==> src/rtl/uart_tx_fifo.sv <==
// Byte FIFO feeding a UART transmitter: buffers host writes and hands bytes
// to the UART one at a time, pacing on TXbusy so no byte is lost or overlapped.
module uart_tx_fifo #(
  parameter int DEPTH = 8,
  parameter int AW    = 3
) (
  input  logic          clock,
  input  logic          reset,
  input  logic          wr_en,
  input  logic [7:0]    wr_data,
  output logic          full,
  output logic          empty,
  output logic [AW:0]   level,
  output logic          overflow,
  input  logic          clr_ovf,
  input  logic          flush,
  output logic          tx_start,
  output logic [7:0]    tx_data,
  input  logic          tx_busy,
  output logic          sending
);

  typedef enum logic [1:0] {IDLE, START, WAIT_DONE} state_t;

  localparam logic [AW:0]   FULL_LVL = (AW+1)'(DEPTH);
  localparam logic [AW:0]   LVL_ONE  = (AW+1)'(1);
  localparam logic [AW-1:0] PTR_ONE  = AW'(1);

  state_t        state_q, state_d;
  logic [7:0]    mem_q [DEPTH];
  logic [7:0]    mem_d [DEPTH];
  logic [AW-1:0] wr_ptr_q, wr_ptr_d;
  logic [AW-1:0] rd_ptr_q, rd_ptr_d;
  logic [AW:0]   level_q, level_d;
  logic          overflow_q, overflow_d;
  logic          tx_start_q, tx_start_d;
  logic [7:0]    tx_data_q, tx_data_d;
  logic          sending_q, sending_d;
  logic          pop, wr_ok, wr_drop;

  assign full     = (level_q == FULL_LVL);
  assign empty    = (level_q == '0);
  assign level    = level_q;
  assign overflow = overflow_q;
  assign tx_start = tx_start_q;
  assign tx_data  = tx_data_q;
  assign sending  = sending_q;

  // A pop frees a slot on the same edge, so a write into a full FIFO is legal then.
  always_comb begin
    pop     = (state_q == IDLE) && !empty && !flush;
    wr_ok   = wr_en && !flush && (!full || pop);
    wr_drop = wr_en && !flush && full && !pop;

    mem_d      = mem_q;
    wr_ptr_d   = wr_ptr_q;
    rd_ptr_d   = rd_ptr_q;
    level_d    = level_q;
    overflow_d = overflow_q;
    state_d    = state_q;
    tx_start_d = tx_start_q;
    tx_data_d  = tx_data_q;
    sending_d  = sending_q;

    if (flush) begin
      wr_ptr_d = '0;
      rd_ptr_d = '0;
      level_d  = '0;
    end else begin
      if (wr_ok) begin
        mem_d[wr_ptr_q] = wr_data;
        wr_ptr_d        = wr_ptr_q + PTR_ONE;
      end
      if (pop) begin
        rd_ptr_d = rd_ptr_q + PTR_ONE;
      end
      if (wr_ok && !pop) begin
        level_d = level_q + LVL_ONE;
      end else if (pop && !wr_ok) begin
        level_d = level_q - LVL_ONE;
      end
    end

    if (wr_drop) begin
      overflow_d = 1'b1;
    end else if (clr_ovf) begin
      overflow_d = 1'b0;
    end

    case (state_q)
      IDLE: begin
        if (pop) begin
          tx_data_d  = mem_q[rd_ptr_q];
          tx_start_d = 1'b1;
          sending_d  = 1'b1;
          state_d    = START;
        end
      end
      START: begin
        if (tx_busy) begin
          tx_start_d = 1'b0;
          state_d    = WAIT_DONE;
        end
      end
      WAIT_DONE: begin
        if (!tx_busy) begin
          sending_d = 1'b0;
          state_d   = IDLE;
        end
      end
      default: begin
        tx_start_d = 1'b0;
        sending_d  = 1'b0;
        state_d    = IDLE;
      end
    endcase
  end

  // Storage array is not reset; only pointers and level define its contents.
  always_ff @(posedge clock) begin
    if (reset) begin
      state_q    <= IDLE;
      wr_ptr_q   <= '0;
      rd_ptr_q   <= '0;
      level_q    <= '0;
      overflow_q <= 1'b0;
      tx_start_q <= 1'b0;
      tx_data_q  <= 8'h00;
      sending_q  <= 1'b0;
    end else begin
      state_q    <= state_d;
      wr_ptr_q   <= wr_ptr_d;
      rd_ptr_q   <= rd_ptr_d;
      level_q    <= level_d;
      overflow_q <= overflow_d;
      tx_start_q <= tx_start_d;
      tx_data_q  <= tx_data_d;
      sending_q  <= sending_d;
    end
    mem_q <= mem_d;
  end

endmodule
==> config.mk <==
export PLATFORM = sky130hd
export DESIGN_NAME = uart_tx_fifo
export DESIGN_NICKNAME = d
export VERILOG_FILES = /design/src/rtl/uart_tx_fifo.sv
export SDC_FILE = /design/constraint.sdc
export NUM_CORES = 1
export LEC_CHECK = 0
export ABC_AREA = 1
export CORE_MARGIN = 2
export CORE_UTILIZATION = 60
export CTS_CLUSTER_SIZE = 10
export DETAILED_ROUTE_END_ITERATION = 10
export PLACE_DENSITY = 0.93
export SETUP_SLACK_MARGIN = 0.05
export SYNTH_ARGS = -nofsm -noshare
export SYNTH_HDL_FRONTEND = slang
export SYNTH_SLANG_ARGS = --single-unit
==> constraint.sdc <==
create_clock -name clock -period 4.98 [get_ports clock]
set_clock_uncertainty 0.05 [all_clocks]
set_input_delay 0.747 -clock clock [delete_from_list [all_inputs] [get_ports clock]]
set_output_delay 0.747 -clock clock [all_outputs]
set_load 0.05 [all_outputs]
# After elaboration in Yosys (flattened, before gate mapping)
# Cells that the tools add are included.
dict set report classes {
  eq_ne 6
  add_sub_neg 4
  order_cmp 3
  reduce_logical 25
  n_mux 19
  bitwise_logic 5
}
# operator count
set op_table {}
lappend op_table {{bitwise mux 64 bit} 1}
lappend op_table {{binary-select mux 8 bit (select 3 bit)} 1}
lappend op_table {{demux 8 bit (select 3 bit)} 1}
lappend op_table {{2-to-1 mux 8 bit} 3}
lappend op_table {{logical AND 1 bit} 9}
lappend op_table {{AND reduction 3 bit} 3}
lappend op_table {{>= comparator 4 bit (second input constant)} 2}
lappend op_table {{2-to-1 mux 4 bit} 2}
lappend op_table {{NOT 3 -> 4 bit} 2}
lappend op_table {{adder 3 x 1 -> 3 bit (second input constant)} 2}
lappend op_table {{2-to-1 mux 2 bit} 3}
lappend op_table {{inequality test 2 bit (second input constant)} 3}
lappend op_table {{one-hot mux 1 bit (3 select lines)} 2}
lappend op_table {{one-hot mux 2 bit (3 select lines)} 1}
lappend op_table {{zero test 1 bit} 5}
lappend op_table {{2-to-1 mux 1 bit} 5}
lappend op_table {{adder 4 x 1 -> 4 bit (second input constant)} 1}
lappend op_table {{== test 4 bit (second input constant)} 1}
lappend op_table {{zero test 4 bit} 1}
lappend op_table {{less-than comparator 4 x 1 -> 1 bit (second input constant)} 1}
lappend op_table {{AND reduction 2 bit} 2}
lappend op_table {{nonzero test 2 bit} 2}
lappend op_table {{subtractor 4 x 1 -> 4 bit (second input constant)} 1}
lappend op_table {{NOT 1 bit} 3}
lappend op_table {{other kinds (5)} 5}
dict set report totals {
  register_bits 87
  word_cells 78
  output_inout_bits 17
}

# Logic depth before layout (Yosys ltp)
# Gate-level depths: netlist of run 1.
dict set report depth {
  word_depth 10
  ltp_mapped 15
  depth_no_buf 15
}

# Least setup slack after synthesis of run 1
# OpenSTA, ideal clock, no wires.
dict set report synth_timing {
  kind {reg2reg}
  start {register level_q[3] (netlist: level[3])}
  end {register level_q[3] (netlist: level[3])}
  period_less_slack_ns 2.794
  arrival_ns 2.626
  n_path_buf 0
  setup_slack_ns 2.186
  stages_incl_launch_ff 15
  setup_time_ns 0.118
  path_cell_list {dfxtp_1 -> inv_1 -> nor2_2 -> nand2_4 -> nand2_4 -> inv_1 -> ha_1 -> inv_1 -> ha_1 -> a21oi_1 -> nand2_1 -> o21ai_0 -> nand2_1 -> nand2_1 -> a21oi_1}
}
dict set report synth_via {
  word_cells_on_any_way 17
  cone_classes {2 x add/sub; 1 x eq/ne; 2 x mux; 12 x reduce/logical}
}
# element line
set synth_rtl {}
lappend synth_rtl {{start: declaration} 34} ;# logic [AW:0] level_q, level_d;
lappend synth_rtl {{start signal: assignment} 134} ;# level_q <= level_d;
lappend synth_rtl {{== test 4 bit (*)} 41} ;# assign full = (level_q == FULL_LVL);
lappend synth_rtl {{named net full} 11} ;# output logic full,
lappend synth_rtl {{zero test 1 bit (*)} 52} ;# wr_ok = wr_en && !flush && (!full || pop);
lappend synth_rtl {{logical OR 1 bit (*)} 52}
lappend synth_rtl {{logical AND 1 bit (*)} 52}
lappend synth_rtl {{named net wr_ok} 39} ;# logic pop, wr_ok, wr_drop;
lappend synth_rtl {{zero test 1 bit} 79} ;# end else if (pop && !wr_ok) begin
lappend synth_rtl {{logical AND 1 bit} 79}
lappend synth_rtl {{nonzero test 2 bit (no line)} -}
# Mark *: on every way through the listed nets, which the timed path passes. The rest lies on a longest branch. The select of a mux whose other input is x is not followed.
# A chain may end at the register's enable or synchronous reset.

# Final worst setup path of run 1
dict set report layout_timing {
  start {register level_q[0] (netlist: level[0])}
  end {output full}
}
dict set report layout_via {
  elab_chain_cells 1
}
# element line
set layout_lines {}
lappend layout_lines {{== test 4 bit} 41}
lappend layout_lines {{end: declaration} 11}
# Every way passes these cells.

==> results of run 1 <==
==> state kept, by name (all words and copies together) (netlist names) <==
signal and flops:
wr_ptr_q 3, mem_q 64, rd_ptr_q 3, level 4
tx_start 1, overflow 1, tx_data 8, sending 1
state_q 2
==> stage by stage <==
step | area [um2] | instances | hold slack (ns) | setup slack, ns | util
finish | 4340 | 504 | 0.415 | 2.15 | 0.696
global route | 4340 | 504 | 0.444 | 2.06 | 0.696
CTS | 4340 | 504 | 0.418 | 2.14 | 0.696
detailed placement | 4130 | 488 | 0.406 | 1.88 | 0.661
global placement | 4130 | 488 | 0.403 | 1.99 | 0.661
floorplan | 3810 | 395 | 0.425 | 2.19 | -
==> worst max-delay path by stage <==
stage,endpoint,from,slack (ns)
finish,full,level[0]$_SDFFE_PP0P_,2.15
global route,full,level[0]$_SDFFE_PP0P_,2.06
CTS,full,level[0]$_SDFFE_PP0P_,2.14
detailed placement,level[3]$_SDFFE_PP0P_,flush,1.88
global placement,level[3]$_SDFFE_PP0P_,flush,1.99
floorplan,level[3]$_SDFFE_PP0P_,level[3]$_SDFFE_PP0P_,2.19
==> cell usage after synthesis <==
master    instances  area share
o21ai_0           6      0.0079
fa_1              1      0.0053
nand3_2           1      0.0026
nand2_1         107        0.11
nand2_4           3      0.0089
inv_1            65       0.064
xor2_1            2      0.0046
nor2_2            6      0.0099
buf_2             9       0.012
or2_2             1      0.0016
o21bai_1          1      0.0020
or2_4             1      0.0023
buf_4             3      0.0059
nor3_4            1      0.0043
a211oi_1          2      0.0039
and3_1            1      0.0016
nand3_1          54       0.071
clkbuf_1          2      0.0020
clkinv_1          2      0.0020
edfxtp_1         64        0.50
a21oi_1          18       0.024
inv_2             1     0.00099
nor2_1           16       0.016
dfxtp_1          23        0.12
ha_1              5       0.016
==> cell families (layout without fill, tap and decap cells) <==
family | count (synthesis) | in the layout | share of synthesized area
buf+inv | 82 | 114 | 0.0868
flops | 87 | 87 | 0.626
compound gates | 27 | 27 | 0.0375
simple gates | 191 | 191 | 0.224
xor+xnor | 2 | 2 | 0.00460
fa+ha+maj | 6 | 6 | 0.0217
==> per-layer routing <==
metal / track usage / vias up / routed length, um
met5: 0 / - / 0
li1: - / 1322 / -
met4: 0.123 / 0 / 236
met2: 0.384 / 158 / 3900
met1: 0.309 / 1272 / 2960
met3: 0.0445 / 29 / 738
==> where the power goes <==
part	switching, W	internal (W)
Combinational	0.000140	0.0000707
Sequential	0.0000200	0.000795
Clock	0.000234	0.000295
Total	0.000394	0.00116
==> placed cells by master, fill, tap and decap left out, types with 6 or more instances in the layout <==
cell / count
edfxtp_1: 64
inv_1: 65
nor2_2: 6
nand3_1: 54
o21ai_0: 6
nand2_1: 107
clkdlybuf4s50_1: 30
clkbuf_8: 10
dfxtp_1: 23
nor2_1: 16
a21oi_1: 18
==> tightest hold or removal path, delay by kind of cell, from the launching register on <==
family             cells  cell delay, ns
DFF                    1            0.31
and+or+nand+nor        1            0.06
AOI/OAI and AO/OA      1            0.05
==> cell type report <==
| type | count | area, um2 | share of cell area |
|---|---|---|---|
| clock buffer | 12 | 145 | 0.0334 |
| clock inverter | 4 | 71.3 | 0.0164 |
| inverter | 68 | 255 | 0.0588 |
| multi-input combinational | 226 | 1090 | 0.252 |
| sequential | 87 | 2380 | 0.548 |
| tap | 77 | 96.3 | 0.0222 |
| timing repair buffer | 30 | 300 | 0.0691 |
==> impl_metrics.csv, run 1 <==
group,metric,value,unit
min_path,hold_path_startpoint,"sending$_SDFFE_PP0P_",
routing,drt.antenna.violating_nets,0,
critical_path,crit_type,"reg -> out",
logic_synthesis,synth_warnings,0,
timing,setup-tns-final,0,ns
timing,rsz0062_at_grt,"false",
pwr,powerDensity,358,mW/mm2
die,die-height,83.6,um
routing,avgRoutedWirePerCell,15.5,um
min_path,whs_path_depth,2,
die,dieArea,0.00700,mm2
timing,relSlewSlack,0.221,
critical_path,path_delay_family,"buffers and inverters",
logic_synthesis,syn_inst,395,
placed_design,dp_hpwl,5.13,mm
placed_design,gp_congestion,0.894,
critical_path,critPathBufInv,1,
critical_path,reg2regPathDepth,6,
routing,drt_iter0_drc,288,
global_route,grt-ovfl-total,0,
logic_synthesis,synth_area_per_cell,9.64,um2
cells_and_area,diodes,0,
timing,fin_crit_sh,0.568,
die,rows,29,
die,pin_count,31,
critical_path,r2r_start,"rd_ptr_q[0]$_SDFFE_PP0P_",
cts,cts_resized,0,
critical_path,crit_top_cell,"nor2_2",
timing,hold_violations,0,
logic_synthesis,yosysSeqAreaShare,0.626,
logic_synthesis,synthesis.nets,415,
routing,num_vias,2781,
critical_path,r2r_slack,2.48,ns
critical_path,start_kind,"flop",
critical_path,cp.depth,4,
timing,worst_pin_slew,1.17,ns
cts,cts.root.buffer_cell,"clkbuf_8",
cts,cts_hold_buf,0,
timing,fin_crit,2.83,ns
routing,vias_per_cell,5.52,
die,die_w,83.6,um
cells_and_area,area_growth,14.1,%
logic_synthesis,ys_ff_latch,87,
critical_path,worstPathArrival,2.03,ns
flow_run,max_cap_viol_count,0,
cells_and_area,fill_cells,445,
pwr,p_leak,1.81,nW
global_route,grt_pass1_wl,12.7,mm
timing,setup_viol,0,
critical_path,path_max_fanout,6,
routing,drc,0,
global_route,grt_pass1_vias,2636,
logic_synthesis,synthDistinctLibCells,25,
routing,drt-total-wl,7.83,mm
critical_path,crit_path_max_incr_delay,0.85,ns
cells_and_area,layout.nets,442,
critical_path,timing.rr.end,"tx_data[7]$_SDFFE_PP0P_",
critical_path,cp-end-kind,"output pin",
timing,slew_viol_final,0,
pwr,total_power,0.00155,W
global_route,antenna_found_initial,0,
routing,firstDrtPassIters,5,
cts,clk_pin_slew,0.08,ns
placed_design,port_buffers,30,
cts,cts_buffers,9,
global_route,grt_max_degree,35,
cts,postCtsSetupRepairBufs,0,
cells_and_area,drive_gt1_frac,0.0632,
global_route,grt_use_total,0.238,
cts,cts_buffer_depth,2,
timing,max_clock_freq,353,MHz
cts,cts_max_level,3,
min_path,hp-class,"reg -> reg",
min_path,min_to,"sending$_SDFFE_PP0P_",
pwr,ir_worst_vdd,0.000268,V
status,status,"finished clean",
logic_synthesis,synth_area,0.00381,mm2
cts,clock_latency,0.36,ns
cts,cts_tree,"yes",
critical_path,path_cells,"nor2_2, nand2_1, nor2_2, clkdlybuf4s50_1",
critical_path,required,4.18,ns
cts,clkSinkCount,87,
critical_path,cpMaxStageDelayCell,"clkdlybuf4s50_1",
die,core,0.00624,mm2
die,floorplan.initialDensity,0.610,
Power figures use the tool's default switching activity.
==> run 2, diff against run 1 <==
--- a/config.mk
+++ b/config.mk
@@ -7,10 +7,10 @@
 export LEC_CHECK = 0
 export ABC_AREA = 1
 export CORE_MARGIN = 2
-export CORE_UTILIZATION = 60
+export CORE_UTILIZATION = 57
 export CTS_CLUSTER_SIZE = 10
 export DETAILED_ROUTE_END_ITERATION = 10
-export PLACE_DENSITY = 0.93
+export PLACE_DENSITY = 0.89
 export SETUP_SLACK_MARGIN = 0.05
 export SYNTH_ARGS = -nofsm -noshare
 export SYNTH_HDL_FRONTEND = slang
==> constraint.sdc (replaced) <==
create_clock -name clock -period 2.7 [get_ports clock]
set_clock_uncertainty 0.05 [all_clocks]
set_input_delay 0.405 -clock clock [delete_from_list [all_inputs] [get_ports clock]]
set_output_delay 0.405 -clock clock [all_outputs]
set_load 0.05 [all_outputs]
==> run 2 against run 1 <==
Against the previous run:
- global-route usage decreased by 0.19 points
- worst setup slack got worse by 1.9 ns
- clock-buffer cell count down 2
- first-iteration DRC count is 42% higher
- non-clock buffer count is 8 higher
- combinational power increased by 97%
- utilization shrank 0.76 points
- wire length rose by 5.8%
- clock power increased by 77%
- critical path type unchanged
- critical endpoint unchanged
==> impl_metrics.csv, run 2 (same netlist as run 1, synthesis figures left out) <==
group,metric,value,unit
timing,rsz0062_at_grt,"false",
die,dieArea,0.00735,mm2
pwr,p_leak,1.86,nW
min_path,hold_path_startpoint,"tx_data[7]$_SDFFE_PP0P_",
timing,hold_violations,0,
cts,cts_buffer_depth,2,
routing,drt-total-wl,8.28,mm
cts,cts_hold_buf,0,
critical_path,path_cells,"nor2_2, nand2_1, nor2_4, clkdlybuf4s50_1",
critical_path,start_kind,"flop",
timing,setup_viol,0,
pwr,total_power,0.00285,W
cts,cts_tree,"yes",
routing,drt.antenna.violating_nets,0,
critical_path,path_max_fanout,6,
cts,cts_resized,0,
timing,fin_crit_sh,0.895,
die,pin_count,31,
cts,clock_latency,0.35,ns
cells_and_area,layout_common_cells,"nand2_1, inv_1, edfxtp_1, nand3_1, clkdlybuf4s50_1",
placed_design,dp_hpwl,5.40,mm
routing,drt_iter0_drc,410,
flow_run,max_cap_viol_count,0,
min_path,hp-class,"reg -> reg",
global_route,grt_use_total,0.236,
die,rows,29,
placed_design,port_buffers,30,
status,status,"finished clean",
cells_and_area,top_register,"mem_q",
critical_path,cpMaxStageDelayCell,"clkdlybuf4s50_1",
routing,avgRoutedWirePerCell,16.2,um
routing,drc,0,
routing,firstDrtPassIters,5,
critical_path,worstPathArrival,1.96,ns
cts,cts_buffers,9,
critical_path,crit_start,"level[0]$_SDFFE_PP0P_",
cts,postCtsSetupRepairBufs,0,
cts,cts.root.buffer_cell,"clkbuf_8",
cells_and_area,diodes,0,
global_route,grt-ovfl-total,0,
die,floorplan.initialDensity,0.596,
cells_and_area,area_growth,15.5,%
critical_path,required,2.25,ns
global_route,grt_pass1_wl,13.0,mm
critical_path,cp-end-kind,"output pin",
cts,clkSinkCount,87,
placed_design,gp_congestion,0.877,
global_route,grt_max_degree,35,
timing,fin_crit,2.42,ns
cells_and_area,fill_cells,442,
cts,clk_pin_slew,0.09,ns
pwr,powerDensity,647,mW/mm2
cts,cts_max_level,3,
global_route,grt_pass1_vias,2682,
cells_and_area,drive_gt1_frac,0.0851,
cells_and_area,layout.nets,450,
cells_and_area,largest_register_ffs,64,
global_route,antenna_found_initial,0,
timing,relSlewSlack,0.630,
timing,setup-tns-final,0,ns
routing,vias_per_cell,5.61,
timing,slew_viol_final,0,
timing,max_clock_freq,414,MHz
critical_path,r2r_start,"level[0]$_SDFFE_PP0P_",
pwr,ir_worst_vdd,0.000390,V
die,die-height,85.7,um
die,die_w,85.7,um
critical_path,crit_type,"reg -> out",
critical_path,crit_path_max_incr_delay,0.82,ns
cells_and_area,mostFrequentLayoutCell,"nand2_1",
routing,num_vias,2870,
timing,worst_pin_slew,0.554,ns
die,core,0.00639,mm2
run 2: changes by cell type in the layout (fill, tap and decap cells not counted), sizes merged:
cell	change
buf	+8
bufinv	-1
clkbuf	-2
clkinv	+1
clkinvlp	-1
inv	+3
run 2: final timing paths:
kind	cells after the start	endpoint	slack [ns]
worst max-delay path	4	full	0.28
worst max register to register	15	level[3]$_SDFFE_PP0P_	0.40
worst min-delay path	2	tx_data[7]$_SDFFE_PP0P_	0.42
worst min register to register	2	tx_data[7]$_SDFFE_PP0P_	0.42
run 2: routing by layer:
| layer | track usage | wire length [um] | vias to the layer above |
|---|---|---|---|
| met4 | 0.110 | 221 | 0 |
| li1 | - | - | 1339 |
| met2 | 0.386 | 3990 | 159 |
| met1 | 0.314 | 3300 | 1342 |
| met5 | 0 | 0 | - |
| met3 | 0.0356 | 768 | 30 |
run 2: critical path, delay by kind of cell, from the launching register on:
kind / cells / cell delay (ns)
buffers and inverters: 1 / 0.82
and+or+nand+nor: 3 / 0.41
DFF: 1 / 0.39
run 2: final cells by class:
cell class,count,area (um2),share of cell area
Clock buffer,10,128,0.0290
Timing Repair Buffer,38,360,0.0820
Clock inverter,6,76.3,0.0174
Multi-Input combinational cell,226,1100,0.250
Tap cell,77,96.3,0.0219
Sequential cell,87,2380,0.542
Inverter,68,255,0.0581
run 2: stage by stage:
stage               area, um2  hold WS, ns  cells  setup WS, ns  utilization
CTS                      4400        0.421    512         0.269        0.688
detailed placement       4190        0.409    496        0.0377        0.657
floorplan                3810        0.424    395        0.0929            -
global route             4400        0.440    512         0.209        0.688
global placement         4190        0.404    496         0.129        0.657
finish                   4400        0.419    512         0.285        0.688
run 2: report_power, final:
part | switching [W] | internal [W]
clock network | 0.000491 | 0.000445
logic | 0.000280 | 0.000136
registers | 0.0000270 | 0.00147
total | 0.000798 | 0.00205
